## src/rtl/i2c_slave_mem_bridge.sv

```systemverilog
// EEPROM-style I2C slave: device address, pointer byte, burst writes and reads on a byte memory port.
// Latency: inputs pass 2-FF sync plus FILT_LEN filter; each memory access takes <=4 clk with a combinational ack.
// Backpressure: none on I2C (no clock stretching); the memory port waits on mem_ack. Optional: I2C_SLV_GCALL_EN.
module i2c_slave_mem_bridge #(
    parameter logic [6:0] SLV_ADDR = 7'h50,
    parameter int         FILT_LEN = 3
) (
    input  logic       clk,
    input  logic       resetb,
    input  logic       scl_i,
    input  logic       sda_i,
    output logic       sda_oe,
    output logic [7:0] mem_addr,
    output logic [7:0] mem_wdata,
    input  logic [7:0] mem_rdata,
    output logic       mem_wr,
    output logic       mem_en,
    input  logic       mem_ack,
    output logic       busy
);

    localparam int FW = (FILT_LEN > 1) ? $clog2(FILT_LEN) : 1;

    typedef enum logic [3:0] {
        IDLE, ADDR, ADDR_ACK, PTR, PTR_ACK, WDATA, WDATA_ACK,
        RD_FETCH, RDATA, RACK, WAIT_STOP
    } state_t;

    typedef enum logic [1:0] {M_IDLE, M_SETUP, M_EN, M_DONE} mstate_t;

    // bit 0 = scl, bit 1 = sda
    logic [1:0] sync1, sync2, lvl, lvl_d;

    // two-flop synchronisers; the bus idles high
    always_ff @(posedge clk or negedge resetb) begin
        if (!resetb) begin
            sync1 <= 2'b11;
            sync2 <= 2'b11;
        end else begin
            sync1 <= {sda_i, scl_i};
            sync2 <= sync1;
        end
    end

    for (genvar g = 0; g < 2; g++) begin : g_filt
        logic [FW-1:0] cnt;
        logic          flt;
        // accept a new level only after FILT_LEN consecutive samples that differ from the current one
        always_ff @(posedge clk or negedge resetb) begin
            if (!resetb) begin
                cnt <= '0;
                flt <= 1'b1;
            end else if (sync2[g] == flt) begin
                cnt <= '0;
            end else if (cnt == FW'(FILT_LEN - 1)) begin
                flt <= sync2[g];
                cnt <= '0;
            end else begin
                cnt <= cnt + 1'b1;
            end
        end
        assign lvl[g] = flt;
    end

    // previous filtered levels for edge and START/STOP detection
    always_ff @(posedge clk or negedge resetb) begin
        if (!resetb) lvl_d <= 2'b11;
        else         lvl_d <= lvl;
    end

    logic scl_rise, scl_fall, start_c, stop_c;
    assign scl_rise = lvl[0] & ~lvl_d[0];
    assign scl_fall = ~lvl[0] & lvl_d[0];
    assign start_c  = lvl[0] & lvl_d[0] & lvl_d[1] & ~lvl[1];
    assign stop_c   = lvl[0] & lvl_d[0] & ~lvl_d[1] & lvl[1];

    // ---------------- memory handshake ----------------
    mstate_t    mst, mst_n;
    logic       mreq, mreq_wr, mack;
    logic [7:0] mreq_adr, mreq_dat;

    // memory sequencer state register
    always_ff @(posedge clk or negedge resetb) begin
        if (!resetb) mst <= M_IDLE;
        else         mst <= mst_n;
    end

    // setup one clk, enable until ack, one idle clk so address/data outlive mem_en
    always_comb begin
        mst_n = mst;
        case (mst)
            M_IDLE:  if (mreq) mst_n = M_SETUP;
            M_SETUP: mst_n = M_EN;
            M_EN:    if (mem_ack) mst_n = M_DONE;
            default: mst_n = M_IDLE;
        endcase
    end

    assign mack = (mst == M_EN) && mem_ack;

    // memory port registers; address/data latched only when a new access starts
    always_ff @(posedge clk or negedge resetb) begin
        if (!resetb) begin
            mem_addr  <= 8'h00;
            mem_wdata <= 8'h00;
            mem_wr    <= 1'b0;
            mem_en    <= 1'b0;
        end else begin
            if (mst == M_IDLE && mreq) begin
                mem_addr  <= mreq_adr;
                mem_wdata <= mreq_dat;
                mem_wr    <= mreq_wr;
            end
            mem_en <= (mst_n == M_EN);
        end
    end

    // ---------------- protocol FSM ----------------
    state_t     state, state_n;
    logic [2:0] bitcnt, bitcnt_n;
    logic [7:0] shreg, shreg_n, ptr, ptr_n, byte_in;
    logic       sda_oe_n, busy_n, ack_on, ack_on_n, rw, rw_n, fetched, fetched_n, addr_hit;

    assign byte_in = {shreg[6:0], lvl[1]};
`ifdef I2C_SLV_GCALL_EN
    assign addr_hit = (byte_in[7:1] == SLV_ADDR) || (byte_in == 8'h00);
`else
    assign addr_hit = (byte_in[7:1] == SLV_ADDR);
`endif

    // protocol state and datapath registers
    always_ff @(posedge clk or negedge resetb) begin
        if (!resetb) begin
            state   <= IDLE;
            bitcnt  <= 3'd0;
            shreg   <= 8'h00;
            sda_oe  <= 1'b0;
            busy    <= 1'b0;
            ptr     <= 8'h00;
            ack_on  <= 1'b0;
            rw      <= 1'b0;
            fetched <= 1'b0;
        end else begin
            state   <= state_n;
            bitcnt  <= bitcnt_n;
            shreg   <= shreg_n;
            sda_oe  <= sda_oe_n;
            busy    <= busy_n;
            ptr     <= ptr_n;
            ack_on  <= ack_on_n;
            rw      <= rw_n;
            fetched <= fetched_n;
        end
    end

    // next state, bit shifting, ACK driving and memory requests
    always_comb begin
        state_n   = state;
        bitcnt_n  = bitcnt;
        shreg_n   = shreg;
        sda_oe_n  = sda_oe;
        busy_n    = busy;
        ptr_n     = ptr;
        ack_on_n  = ack_on;
        rw_n      = rw;
        fetched_n = fetched;
        mreq      = 1'b0;
        mreq_wr   = 1'b0;
        mreq_adr  = ptr;
        mreq_dat  = 8'h00;

        // a finished write advances the pointer even if the bus has moved on
        if (mack && mem_wr) ptr_n = ptr + 8'd1;
        if (mack && !mem_wr && state == RD_FETCH) begin
            shreg_n   = mem_rdata;
            fetched_n = 1'b1;
        end

        case (state)
            ADDR, PTR, WDATA: begin
                if (scl_rise) begin
                    shreg_n  = byte_in;
                    bitcnt_n = bitcnt + 3'd1;
                    if (bitcnt == 3'd7) begin
                        if (state == ADDR) begin
                            if (addr_hit) begin
                                state_n = ADDR_ACK;
                                rw_n    = byte_in[0];
                                busy_n  = 1'b1;
                            end else begin
                                state_n = WAIT_STOP;
                                busy_n  = 1'b0;
                            end
                        end else if (state == PTR) begin
                            ptr_n   = byte_in;
                            state_n = PTR_ACK;
                        end else begin
                            mreq     = 1'b1;
                            mreq_wr  = 1'b1;
                            mreq_dat = byte_in;
                            state_n  = WDATA_ACK;
                        end
                    end
                end
            end
            ADDR_ACK, PTR_ACK, WDATA_ACK: begin
                // first fall pulls SDA for the ACK slot, second fall releases it
                if (scl_fall) begin
                    if (!ack_on) begin
                        sda_oe_n = 1'b1;
                        ack_on_n = 1'b1;
                    end else begin
                        sda_oe_n = 1'b0;
                        ack_on_n = 1'b0;
                        bitcnt_n = 3'd0;
                        if (state == ADDR_ACK && rw) begin
                            state_n = RD_FETCH;
                            mreq    = 1'b1;
                        end else if (state == ADDR_ACK) begin
                            state_n = PTR;
                        end else begin
                            state_n = WDATA;
                        end
                    end
                end
            end
            RD_FETCH: begin
                // first data bit goes out only while SCL is low
                if (fetched && !lvl[0]) begin
                    sda_oe_n  = ~shreg[7];
                    fetched_n = 1'b0;
                    bitcnt_n  = 3'd0;
                    state_n   = RDATA;
                end
            end
            RDATA: begin
                if (scl_fall) begin
                    shreg_n  = {shreg[6:0], 1'b0};
                    sda_oe_n = ~shreg[6];
                end
                if (scl_rise) begin
                    bitcnt_n = bitcnt + 3'd1;
                    if (bitcnt == 3'd7) state_n = RACK;
                end
            end
            RACK: begin
                if (scl_fall) sda_oe_n = 1'b0;
                if (scl_rise) begin
                    if (!lvl[1]) begin
                        ptr_n    = ptr + 8'd1;
                        mreq     = 1'b1;
                        mreq_adr = ptr + 8'd1;
                        state_n  = RD_FETCH;
                    end else begin
                        busy_n  = 1'b0;
                        state_n = WAIT_STOP;
                    end
                end
            end
            default: ;
        endcase

        // bus conditions override everything; partial bytes are simply dropped
        if (stop_c) begin
            state_n   = IDLE;
            sda_oe_n  = 1'b0;
            busy_n    = 1'b0;
            ack_on_n  = 1'b0;
            fetched_n = 1'b0;
            bitcnt_n  = 3'd0;
        end else if (start_c) begin
            state_n   = ADDR;
            sda_oe_n  = 1'b0;
            ack_on_n  = 1'b0;
            fetched_n = 1'b0;
            bitcnt_n  = 3'd0;
        end
    end

endmodule

```

## config.mk

```make
export PLATFORM = sky130hd
export DESIGN_NAME = i2c_slave_mem_bridge
export DESIGN_NICKNAME = d
export VERILOG_FILES = /design/src/rtl/i2c_slave_mem_bridge.sv
export SDC_FILE = /design/constraint.sdc
export NUM_CORES = 1
export LEC_CHECK = 0
export ABC_CLOCK_PERIOD_IN_PS = 4800
export CAP_MARGIN = 15
export CORE_MARGIN = 2
export CORE_UTILIZATION = 40
export CTS_CLUSTER_DIAMETER = 100
export DETAILED_ROUTE_END_ITERATION = 10
export PLACE_DENSITY = 0.6
export SKIP_CTS_REPAIR_TIMING = 1
export SLEW_MARGIN = 20
export SYNTH_ARGS = -nofsm -noshare
export SYNTH_HDL_FRONTEND = slang
export SYNTH_SLANG_ARGS = --single-unit
```

## constraint.sdc

```tcl
create_clock -name clk -period 4.8 [get_ports clk]
set_clock_uncertainty 0.2 [all_clocks]
set_input_delay 0.72 -clock clk [delete_from_list [all_inputs] [get_ports clk]]
set_output_delay 0.72 -clock clk [all_outputs]
set_load 0.02 [all_outputs]
```

==> Flow_metrics.wiki <==
{| class="wikitable"
! Metric !! Value
|-
| Final hold vios || 0
|-
| Met2 routing resource usage after global routing || 25.36%
|-
| Maximum clock rate || 406.2 MHz
|-
| Final weighted congestion in routability-driven placement || 0.8232
|-
| Layer carrying the most global-route usage || met1
|-
| Total clock buffers created by CTS || 9
|-
| Cell type with the largest total area after synthesis || dfrtp_1
|-
| Leading cell types by total area after synthesis || dfrtp_1, dfstp_2, nand2_1, o21ai_1, mux2i_1
|-
| Buffers plus inverters on the worst setup path || 0
|-
| Detail Route Antenna Nets || 0
|-
| Logic depth of the worst path, buffers included || 6
|-
| Category of the worst setup path capture point || flip-flop
|-
| CTS max path bufs || 2
|-
| CP cell instances || nand2b_4, nor3_2, nand4_1, a21o_1, a31oi_1, nor2b_1
|-
| Number of placed I/O pins || 33
|-
| CP arrival || 2530 ps
|-
| Number of H-tree levels || 3
|-
| Total routing resource utilization after global routing || 17.97%
|-
| Pin count of the biggest net entering global routing || 61
|-
| Path class of the lowest-slack min-delay path || reg -> reg
|-
| Clock tree from TritonCTS || done
|-
| Full die area || 8755 um2
|-
| Die W || 93.57 um
|-
| Global Route met1 Usage || 27.09%
|-
| Via count of the first global-routing pass || 2366
|-
| Final setup margin || 2338 ps
|-
| Period utilisation layout || 51.28%
|-
| Fraction of registers with async set or reset after synthesis || 100.0%
|-
| Wire per inst || 15.11 um
|-
| Netlist cell types || 60
|-
| Core box area || 7767 um2
|-
| Global route total overflow || 0
|-
| Required time of the critical path || 4870 ps
|-
| Number of instances on the worst hold path || 0
|-
| Flip-flop and latch count after synthesis || 60
|-
| Maximum capacitance violations || 0
|-
| Worst vdd rail ir drop || 0.2783 mV
|-
| Run status || finished clean
|-
| Max-slew violations || 0
|-
| Unrepaired setup endpoints after global routing || false
|-
| Via density per instance || 5.328
|-
| Buffers added on ports || 32
|-
| Worst slack at placement || 2319 ps
|-
| Final min period || 2462 ps
|-
| Count of placed standard cells in the final layout, fillers left out || 461
|-
| FF-to-FF path depth || 6
|-
| Share of Yosys cell area claimed by the top area cell type || 40.55%
|-
| Number of enable-type register cells in the synthesized netlist || 0
|-
| Hold slack || 157.0 ps
|-
| Critical-path top delay cell || dfrtp_1
|-
| Clock Pin Slew Worst Setup and Hold Paths || 70 ps
|-
| Post-synthesis cell count || 324
|-
| Mean cell area of the mapped netlist || 9.905 um2
|-
| Root buffer selected by CTS || clkbuf_8
|-
| Estimated wirelength of the detail-placed design || 4885 um
|-
| Largest delay contributor family on the critical path || compound AO/OA/AOI/OAI gates
|-
| Leakage power || 1.563 nW
|-
| Total nets after synthesis || 343
|-
| Starting density of the core || 41.32%
|-
| Clock latency reported for the late side of the worst-skew pair || 350 ps
|-
| Total number of vias || 2456
|-
| Post-route setup TNS || 0 ps
|-
| Utilization of the core after routing || 48.82%
|-
| Maximum fanout along the worst path || 26
|-
| Drt pass-1 iters || 4
|-
| Prevailing post-synth register cell || dfrtp_1
|-
| Die outline height || 93.57 um
|-
| Largest stage delay, worst path || 750 ps
|-
| 1st-iter DRT viols || 129
|-
| Diodes inserted || 0
|-
| Share of cells above drive strength 1 || 14.21%
|-
| First-pass GRT wire length || 12120 um
|-
| Number of nets in the finished design || 373
|-
| Total wirelength of the detailed-routed design || 6965 um
|-
| Clock sinks || 60
|-
| Part of the Yosys area used for sequential elements || 47.10%
|-
| Met3 global-route usage || 3.223%
|-
| Area Growth Syn to Fin || 18.17%
|-
| Startpoint Class || flip-flop
|-
| Power per standard cell area || 534.9 nW/um2
|-
| Combined area of all synthesized cells || 3209 um2
|-
| Class of the most critical setup path || reg -> reg
|-
| Number of cells in the design after placement || 445
|-
| Synth Warn # || 0
|-
| Setup-failing EPs final || 0
|-
| Placement Rows || 32
|-
| DRC Markers || 0
|-
| Antenna violations before repair || 0
|-
| Worst slew margin relative to its limit || 42.18%
|-
| Slew @ Worst Pin || 864.1 ps
|}
-- path summary, 6_finish.rpt --
kind / slack, ps / from / end
worst max-delay path: 2340 / state[0] / mem_en
max in group asynchronous: 3570 / resetb / state[2]
worst min register to register: 160 / sync1[0] / sync2[0]
min in group asynchronous: 320 / resetb / rw
worst max register to register: 2340 / state[0] / mem_en
worst min-delay path: 160 / sync1[0] / sync2[0]
-- final cells by class --
cell class	count	area, um2
Inverter	9	33.78
Sequential cell	60	1511
Clock inverter	7	98.84
Tap cell	102	127.6
Fill cell	725	3975
Multi-Input combinational cell	240	1567
Timing Repair Buffer	34	330.3
Clock buffer	9	123.9
-- flip-flops by register name (all words and copies together), names as in the netlist, 2 cells and up --
register    cells
bitcnt          3
shreg           8
mst             2
sync1           2
mem_wdata       8
lvl_d           2
g_filt.cnt      4
sync2           2
state           4
mem_addr        8
ptr             8
g_filt.flt      2
-- layer usage --
metal	vias to the layer above	share of wire [%]
li1	1222	-
met1	1187	50
met2	40	46
met3	7	3.5
met4	0	1.3
met5	-	0
-- cells in the mapped netlist (3+ instances only) --
cell	n
dfrtp_1	52
nand2_1	45
inv_1	8
a22o_1	10
nand3_1	7
mux2i_1	11
dfstp_2	8
ha_1	6
xnor2_1	7
xor2_1	5
nor3_2	3
buf_2	9
nor3_1	11
o21ai_0	11
nand4b_1	3
a21oi_1	13
a21o_1	4
nor2b_1	3
o21ai_1	23
buf_4	4
a31oi_1	4
nor2_1	26
nand2b_1	5
-- cell usage in the layout, fill, tap and decap left out, types with 3 or more instances in the layout --
cell	n
a21oi_1	13
nand3_1	7
o21ai_0	11
nand2b_1	5
xnor2_1	7
a22o_1	10
inv_1	8
nor3_2	3
nor2b_1	3
nand2_1	45
mux2i_1	11
clkbuf_8	9
a31oi_1	4
dfrtp_1	52
o21ai_1	23
nor3_1	11
dfstp_2	8
nand4b_1	3
ha_1	6
nor2_1	26
a21o_1	4
xor2_1	5
clkdlybuf4s50_1	31
-- kinds of logic after synthesis --
family | Yosys count | synth area share (%)
xor gates and xnor gates | 12 | 3.275
muxes | 13 | 4.133
adders and majority gates | 6 | 2.339
buffers and inverters | 24 | 4.093
and+or+nand+nor | 124 | 20.86
AOI/OAI and AO/OA | 85 | 18.21
DFF | 60 | 47.10
-- power breakdown --
group / internal, mW / total (mW) / switching [mW]
Clock: 0.295 / 0.508 / 0.213
Combinational: 0.318 / 0.663 / 0.345
Sequential: 0.640 / 0.857 / 0.216
Total: 1.25 / 2.03 / 0.774
-- stage by stage --
| stage | total power [mW] | cell area, um2 |
|---|---|---|
| after floorplan | 1.368 | 3209 |
| after global placement | 1.519 | 3570 |
| after detailed placement | 1.533 | 3570 |
| after CTS | 2.052 | 3792 |
| after global routing | 2.182 | 3792 |
| final | 2.028 | 3792 |
Note: power is estimated with default switching activity, not from simulation.
